**src/rtl/led_scan_pkg.sv**
```systemverilog
// Shared types and width helpers for the LED scan multiplexer.
// Holds the per-slot state enum and constant-function width calculators.
package led_scan_pkg;

  typedef enum logic [1:0] {ST_BLANK, ST_ON, ST_OFF} slot_st_e;

  function automatic int clog2(input int n);
    int r;
    r = 0;
    while ((1 << r) < n) r++;
    return r;
  endfunction

  // Counter width for a range of n values, never narrower than one bit.
  function automatic int cnt_w(input int n);
    return (clog2(n) < 1) ? 1 : clog2(n);
  endfunction

endpackage

```
**src/rtl/led_scan_timer.sv**
```systemverilog
// Scan timebase: slot counter, digit index, frame counter, blink phase, frame start.
// Registered; enable low forces counters to zero but holds the blink phase.
module led_scan_timer
  import led_scan_pkg::*;
#(
  parameter int NUM_DIG      = 6,
  parameter int SCAN_DIV     = 5000,
  parameter int BLINK_FRAMES = 50,
  parameter int CW           = cnt_w(SCAN_DIV),
  parameter int DW           = cnt_w(NUM_DIG)
) (
  input  logic          clk,
  input  logic          rst_n,
  input  logic          enable,
  output logic [CW-1:0] cnt,
  output logic [DW-1:0] dig,
  output logic          blink_phase,
  output logic          frame_start
);

  localparam int FW = cnt_w(BLINK_FRAMES);

  logic [FW-1:0] frame_cnt;
  logic          cnt_last;
  logic          dig_last;
  logic          frame_last;

  assign cnt_last   = (cnt == CW'(SCAN_DIV - 1));
  assign dig_last   = (dig == DW'(NUM_DIG - 1));
  assign frame_last = (frame_cnt == FW'(BLINK_FRAMES - 1));

  always_ff @(posedge clk) begin
    if (!rst_n) begin
      cnt         <= '0;
      dig         <= '0;
      frame_cnt   <= '0;
      blink_phase <= 1'b0;
      frame_start <= 1'b0;
    end else if (!enable) begin
      cnt         <= '0;
      dig         <= '0;
      frame_cnt   <= '0;
      frame_start <= 1'b0;
    end else begin
      // Delayed one cycle so the top can align it with the output register.
      frame_start <= (cnt == '0) && (dig == '0);
      if (cnt_last) begin
        cnt <= '0;
        if (dig_last) begin
          dig <= '0;
          if (frame_last) begin
            frame_cnt   <= '0;
            blink_phase <= ~blink_phase;
          end else begin
            frame_cnt <= frame_cnt + FW'(1);
          end
        end else begin
          dig <= dig + DW'(1);
        end
      end else begin
        cnt <= cnt + CW'(1);
      end
    end
  end

endmodule

```
**src/rtl/led_scan_mux.sv**
```systemverilog
// Round-robin LED digit scanner with blanking gap, PWM brightness, blinking, slot-latched data.
// Outputs registered one cycle after the slot state; LED_SCAN_DP_BLINK_EN makes the dp blink with its digit.
module led_scan_mux
  import led_scan_pkg::*;
#(
  parameter int NUM_DIG      = 6,
  parameter int SEG_W        = 7,
  parameter int SCAN_DIV     = 5000,
  parameter int BLANK_CYC    = 8,
  parameter int DIM_W        = 3,
  parameter int BLINK_FRAMES = 50
) (
  input  logic                     clk,
  input  logic                     rst_n,
  input  logic                     i_enable,
  input  logic [NUM_DIG*SEG_W-1:0] i_digit_seg,
  input  logic [NUM_DIG-1:0]       i_dp,
  input  logic [NUM_DIG-1:0]       i_blink_mask,
  input  logic [DIM_W-1:0]         i_bright,
  output logic [SEG_W-1:0]         o_seg,
  output logic                     o_seg_dp,
  output logic [NUM_DIG-1:0]       o_seg_enb,
  output logic                     o_frame_tick
);

  localparam int CW = cnt_w(SCAN_DIV);
  localparam int DW = cnt_w(NUM_DIG);
  localparam int LW = CW + DIM_W + 1;

  logic [CW-1:0]      cnt;
  logic [DW-1:0]      dig;
  logic               blink_phase;
  logic               frame_start;

  logic [LW-1:0]      on_prod;
  logic [LW-1:0]      on_len_calc;
  logic [LW-1:0]      on_len_q;
  logic [LW-1:0]      on_len_cur;
  logic [LW-1:0]      cnt_ext;
  logic               slot_start;

  logic [SEG_W-1:0]   seg_q;
  logic               dp_q;
  logic               vis_q;
  logic [DW-1:0]      dig_q;

  slot_st_e           state_q;
  slot_st_e           state_nxt;

  logic [SEG_W-1:0]   seg_nxt;
  logic               dp_nxt;
  logic [NUM_DIG-1:0] enb_nxt;

  led_scan_timer #(
    .NUM_DIG      (NUM_DIG),
    .SCAN_DIV     (SCAN_DIV),
    .BLINK_FRAMES (BLINK_FRAMES),
    .CW           (CW),
    .DW           (DW)
  ) u_timer (
    .clk         (clk),
    .rst_n       (rst_n),
    .enable      (i_enable),
    .cnt         (cnt),
    .dig         (dig),
    .blink_phase (blink_phase),
    .frame_start (frame_start)
  );

  assign slot_start  = (cnt == '0);
  assign cnt_ext     = LW'(cnt);
  assign on_prod     = LW'(SCAN_DIV - BLANK_CYC) * (LW'(i_bright) + LW'(1));
  assign on_len_calc = on_prod >> DIM_W;
  // The slot's first cycle classifies against the length being captured right now.
  assign on_len_cur  = slot_start ? on_len_calc : on_len_q;

  always_ff @(posedge clk) begin
    if (!rst_n) begin
      seg_q    <= '0;
      dp_q     <= 1'b0;
      vis_q    <= 1'b0;
      dig_q    <= '0;
      on_len_q <= '0;
    end else if (slot_start) begin
      seg_q    <= i_digit_seg[int'(dig)*SEG_W +: SEG_W];
      dp_q     <= i_dp[dig];
      vis_q    <= !(blink_phase && i_blink_mask[dig]);
      dig_q    <= dig;
      on_len_q <= on_len_calc;
    end
  end

  always_ff @(posedge clk) begin
    if (!rst_n) state_q <= ST_BLANK;
    else        state_q <= state_nxt;
  end

  always_comb begin
    state_nxt = ST_BLANK;
    if (i_enable) begin
      if (cnt_ext < LW'(BLANK_CYC))                   state_nxt = ST_BLANK;
      else if (cnt_ext < LW'(BLANK_CYC) + on_len_cur) state_nxt = ST_ON;
      else                                            state_nxt = ST_OFF;
    end
  end

  always_comb begin
    seg_nxt = '0;
    dp_nxt  = 1'b0;
    enb_nxt = '1;
    if (i_enable && state_q == ST_ON) begin
      if (vis_q) begin
        seg_nxt        = seg_q;
        enb_nxt[dig_q] = 1'b0;
      end
`ifdef LED_SCAN_DP_BLINK_EN
      dp_nxt = dp_q && vis_q;
`else
      dp_nxt = dp_q;
`endif
    end
  end

  always_ff @(posedge clk) begin
    if (!rst_n) begin
      o_seg        <= '0;
      o_seg_dp     <= 1'b0;
      o_seg_enb    <= '1;
      o_frame_tick <= 1'b0;
    end else begin
      o_seg        <= seg_nxt;
      o_seg_dp     <= dp_nxt;
      o_seg_enb    <= enb_nxt;
      o_frame_tick <= i_enable && frame_start;
    end
  end

endmodule

```
**config.mk**
```make
export PLATFORM = sky130hd
export DESIGN_NAME = led_scan_mux
export DESIGN_NICKNAME = d
export VERILOG_FILES = /design/src/rtl/led_scan_pkg.sv /design/src/rtl/led_scan_timer.sv /design/src/rtl/led_scan_mux.sv
export SDC_FILE = /design/constraint.sdc
export NUM_CORES = 1
export LEC_CHECK = 0
export BUFFER_PORTS_ARGS = -buffer_cell sky130_fd_sc_hd__buf_2
export CAP_MARGIN = 20
export CORE_ASPECT_RATIO = 0.9
export CORE_UTILIZATION = 55
export DETAILED_ROUTE_END_ITERATION = 7
export GPL_ROUTABILITY_DRIVEN = 0
export GPL_TIMING_DRIVEN = 0
export PLACE_DENSITY_LB_ADDON = 0.05
export SKIP_CTS_REPAIR_TIMING = 1
export SLEW_MARGIN = 20
export SYNTH_ARGS = -nofsm -noshare
export SYNTH_HDL_FRONTEND = slang
export SYNTH_SLANG_ARGS = --single-unit
```
**constraint.sdc**
```tcl
create_clock -name clk -period 6.65 [get_ports clk]
set_clock_uncertainty 0.15 [all_clocks]
set_input_delay 1.995 -clock clk [delete_from_list [all_inputs] [get_ports clk]]
set_output_delay 1.995 -clock clk [all_outputs]
set_load 0.05 [all_outputs]
```
Word level (Yosys, flattened, before mapping)
Cells that the tools add are included.
{ "classes": {"n_addsub": 5, "n_mul": 2, "magnitude_cmp": 5, "eq_ne": 4, "shifts": 1, "n_mux": 10, "n_bitwise": 4, "reduce_logical": 15} }
{ "op_table": {"columns": ["operator", "count"], "rows": [
  ["$shiftx 42x7->7", 1],
  ["$add 4x17->17 const A", 1],
  ["$lt 13x17->1", 1],
  ["$mux 17", 1],
  ["$add 13x1->13 const B", 1],
  ["$eq 13x13->1 const B", 1],
  ["$logic_not 13->1", 1],
  ["$lt 13x4->1 const B", 1],
  ["$mul 6x4->10 const A", 1],
  ["$lt 3x4->1 const B", 2],
  ["$add 6x1->6 const B", 1],
  ["$bmux 1 s3", 2],
  ["$eq 6x6->1 const B", 1],
  ["$mul 3x3->6 const B", 1],
  ["$mux 6", 1],
  ["$not 6->6", 1],
  ["$reduce_and 2->1", 3],
  ["$reduce_or 3->1", 2],
  ["$logic_and 1x1->1", 5],
  ["$add 3x1->4 const B", 1],
  ["$reduce_and 4->1", 1],
  ["$add 3x1->3 const B", 1],
  ["$demux 1 s3", 1],
  ["$eq 3x3->1 const B", 1],
  ["other kinds (9)", 13]
]} }
{ "totals": {"ff_bits": 70, "inputBits": 60, "output_inout_bits": 15} }

Longest topological paths before layout
{ "depth": {"word_depth": 6, "mapped_depth": 21} }

Hierarchy
Synthesis repeated with hierarchy kept, for this count alone.
{ "hier_totals": {"hier_cells": 458, "hier_area_um2": 4156.5} }
{ "by_module_without_submodules": {"columns": ["mod", "instances", "cells_per_inst", "area_each_um2", "seq_area_each_um2"], "rows": [
  ["led_scan_mux", 1, 318, 2970.3, 920.9],
  ["led_scan_timer", 1, 140, 1186.1, 480.5]
]} }

Least setup slack after synthesis
No wires, ideal clock.
{ "synth_path": {"path_kind": "input to register", "startpoint": "in i_bright[0]", "endpoint": "reg state_q[0]", "setup_ps": 59, "t_arrival_ps": 5644, "required_ps": 6441, "slack_ps": 797, "stages": 20, "n_path_buf": 0, "cell_sequence": "ha_1 > xnor2_1 > ha_1 > inv_1 > ha_1 > ha_1 > inv_1 > fa_1 > xnor2_1 > nor4b_1 > a31oi_1 > nor2_1 > xor2_1 > ha_1 > inv_1 > o22ai_1 > nor4_1 > o21ai_0 > o211ai_1 > o31a_1"} }
{ "synth_between": {"elab_chain_cells": 6} }
{ "synth_rtl": {"columns": ["item", "line", "rtl"], "rows": [
  ["start: declaration", "led_scan_mux.sv:19", "input logic [DIM_W-1:0] i_bright,"],
  ["$add 3x1->4", "led_scan_mux.sv:72", "assign on_prod = LW'(SCAN_DIV - BLANK_CYC) * (LW'(i_bright) + LW'(1));"],
  ["$mul 6x4->10", "led_scan_mux.sv:72", null],
  ["$mux 17", null, null],
  ["$add 4x17->17", "led_scan_mux.sv:102", "else if (cnt_ext < LW'(BLANK_CYC) + on_len_cur) state_nxt = ST_ON;"],
  ["$lt 13x17->1", "led_scan_mux.sv:102", null],
  ["$mux 2", "led_scan_mux.sv:102", null],
  ["end signal: assignment", "led_scan_mux.sv:95", "else state_q <= state_nxt;"],
  ["end: declaration", "led_scan_mux.sv:47", "slot_st_e state_q;"]
]} }
No other way between the ends.
A chain may end at the register's enable or synchronous reset.

Final worst setup path
Same ends and word-level chain as after synthesis.

==> impl_metrics.env <==
export IMPL_grt_pass1_vias=3208
export IMPL_antenna_found_initial=0
export IMPL_critPathLaunchType="input port"
export IMPL_n_antenna_cell=0
export IMPL_drc=0
export IMPL_ys_ff_latch=70
export IMPL_critical_path_buf_inv_count=3
export IMPL_seq_area_sq_um=1401
export IMPL_grt_ovfl_total=0
export IMPL_rsz0062_at_grt="false"
export IMPL_arrival_ps=6430
export IMPL_slowest_stage="a21boi_0"
export IMPL_path_common_cell="ha_1"
export IMPL_synthArstFlopShare=0
export IMPL_hold_violations=0
export IMPL_vias=3350
export IMPL_drt_iter0_markers=158
export IMPL_crit_type="input port to flip-flop"
export IMPL_routed_wl_mm=8.855
export IMPL_syn_inst=429
export IMPL_synth_warnings=0
export IMPL_clk_latency_ps=350
export IMPL_vias_per_cell=5.474
export IMPL_grt_max_degree=16
export IMPL_synth_distinct_cells=55
export IMPL_ios=75
export IMPL_place_area_sq_um=4498
export IMPL_end_kind="flip-flop"
export IMPL_finalSetupTns_ps=0
export IMPL_setup_viol=0
export IMPL_whs_ps=285.0
export IMPL_num_rows=29
export IMPL_multi_input_area_sq_um=2434
export IMPL_vdd_drop_max_v=0.0001437
export IMPL_wl_per_cell_um=14.47
export IMPL_htreeDepth=3
export IMPL_outcome="finished clean"
export IMPL_cts_sinks=70
export IMPL_relSlewSlack=0.6753
export IMPL_final_util=0.6662
export IMPL_powerDensity_nw_per_um2=206.6
export IMPL_fmax_mhz=158.9
export IMPL_place_port_buffers=74
export IMPL_cts_tree="yes"
export IMPL_hp_class="flip-flop to flip-flop"
export IMPL_fp_dieH_um=83.02
export IMPL_finish_instance_area_sq_um=4690
export IMPL_layout_nets=606
export IMPL_track_usage=0.2448
export IMPL_cpPeakStageDelay_ps=390
export IMPL_grt_pass1_wl_mm=14.83
export IMPL_synth_edf_count=0
export IMPL_synth_area_sq_um=4011
export IMPL_period_share=0.9463
export IMPL_core_area_sq_um=7039
export IMPL_cts_root_buf="clkbuf_8"
export IMPL_cp_cell_sequence="buf_2 -> ha_1 -> xnor2_1 -> ha_1 -> inv_1 -> ha_1 -> ha_1 -> ha_1 -> a211oi_1 -> o21a_1 -> nor3_1 -> o21ai_0 -> a21boi_0 -> xor2_1 -> ha_1 -> inv_1 -> o22ai_1 -> nor4_1 -> o21ai_0 -> o211ai_1 -> o31a_1"
export IMPL_worstMarginPinSlew_ps=487.1
export IMPL_final_cell_mix="buf_2, dfxtp_1, nand2_1"
export IMPL_min_period_ps=6293
export IMPL_crit_family="compound AO/OA/AOI/OAI gates"
export IMPL_path_clk_slew_ps=80
export IMPL_n_fill_cell=627
export IMPL_area_delta_synth_final_pct=16.91
export IMPL_drt_pass1_iterations=4
export IMPL_cp_max_fo=5
export IMPL_floorplan_die_area_sq_um=7640
export IMPL_syn_num_nets=521
export IMPL_layout_commonest_cell="buf_2"
export IMPL_postRouteAntennaNets=0
export IMPL_clk_path_buf_depth=2
export IMPL_initial_core_util=0.5699
export IMPL_ys_seq_area_frac=0.3493
export IMPL_postSynthAreaPerCell_sq_um=9.350
export IMPL_cts_buffers=9
export IMPL_required_ps=6790
export IMPL_maxSlewViolCount=0
export IMPL_die_x_um=92.02
export IMPL_drv_cap=0
export IMPL_dp_hpwl_mm=7.073
export IMPL_drive_above_1_share=0.2274
export IMPL_synth_main_ff_cell="dfxtp_1"
export IMPL_power_leakage_uw=0.002083
==> cell usage after synthesis, types with 6 or more instances <==
library cell / n / area (sq um)
dfxtp_1: 70 / 1401
nor3_1: 6 / 30.03
and2_1: 13 / 81.33
mux2i_1: 11 / 110.1
mux4_2: 9 / 202.7
xor2_1: 18 / 157.7
a21boi_0: 8 / 60.06
nand2b_1: 8 / 50.05
nand3_1: 12 / 60.06
xnor2_1: 16 / 140.1
inv_1: 25 / 93.84
a21oi_1: 7 / 35.03
nor2_1: 35 / 131.4
ha_1: 31 / 387.9
and3_1: 16 / 100.1
o221ai_1: 8 / 70.07
o21ai_0: 9 / 45.04
nand4_1: 6 / 37.54
clkbuf_1: 11 / 41.29
nand2_1: 37 / 138.9
o211a_1: 9 / 90.09
==> final cells by class <==
cell class | instances | area share
multi-input cells | 315 | 0.5189
flip-flops and latches | 70 | 0.2988
repair buffers | 74 | 0.07898
clock buffers | 9 | 0.02641
well taps | 93 | 0.02481
inverters | 25 | 0.02001
plain buffers | 19 | 0.01894
clock inverters | 7 | 0.01307
==> state kept, by name, summed over array words and instances (netlist names) <==
register / cells
u_timer.blink_phase: 1
o_seg_enb: 6
o_seg: 7
seg_q: 7
o_frame_tick: 1
dp_q: 1
vis_q: 1
o_seg_dp: 1
u_timer.frame_start: 1
dig_q: 3
on_len_q: 17
u_timer.frame_cnt: 6
state_q: 2
u_timer.dig: 3
u_timer.cnt: 13
==> routing by layer <==
layer  track usage  vias to the layer above  wire (um)
met5             0                        -          0
met4       0.06818                        0        108
met3       0.07418                       14        529
met2        0.3853                       73       4094
met1        0.3252                     1566       4124
li1              -                     1697          -
==> worst reg2reg max path: cells and delay by family, from the launching register on <==
| family | cells | cell delay, ps |
|---|---|---|
| buffers and inverters | 3 | 480 |
| AND/OR/NAND/NOR | 8 | 1640 |
| XOR/XNOR | 1 | 160 |
| flip-flops | 1 | 350 |
| adder cells (fa/ha/maj) | 3 | 740 |
| AO/OA/AOI/OAI | 5 | 980 |
==> stage by stage <==
stage | power, uW | worst slack (ps) | cells
4_1_cts | 977.1 | 268.3 | 612
3_3_place_gp | 649.8 | 63.83 | 596
3_5_place_dp | 655.0 | -42.30 | 596
6_report | 969.0 | 357.2 | 612
2_1_floorplan | 595.5 | 796.7 | 429
5_1_grt | 1027 | 42.24 | 612
==> logic make-up (layout without fill, tap and decap cells) <==
group / count (synthesis) / in the layout / share of synthesized area
flops: 70 / 70 / 0.3493
mux: 22 / 22 / 0.08453
compound gates: 67 / 67 / 0.1241
fa+ha+maj: 32 / 32 / 0.1017
xor+xnor: 34 / 34 / 0.07423
simple gates: 160 / 160 / 0.2205
buf+inv: 44 / 134 / 0.04554
==> report_power, final <==
group,leakage (uW),switching [uW],total (uW),internal [uW]
Sequential,0.000569,14.5,449,434
Combinational,0.00142,107,199,92.1
Clock,0.0000888,179,322,142
Total,0.00208,300,969,669
==> path summary, 6_finish.rpt <==
path / startpoint / endpoint / slack, ps / cells past startpoint
worst max-delay path: i_bright[0] / state_q[0] / 360 / 21
worst min-delay path: dig_q[1] / o_seg_enb[2] / 290 / 1
worst max register to register: u_timer.cnt[0] / state_q[0] / 2090 / 20
worst min register to register: dig_q[1] / o_seg_enb[2] / 290 / 1
Power figures use the tool's default switching activity.
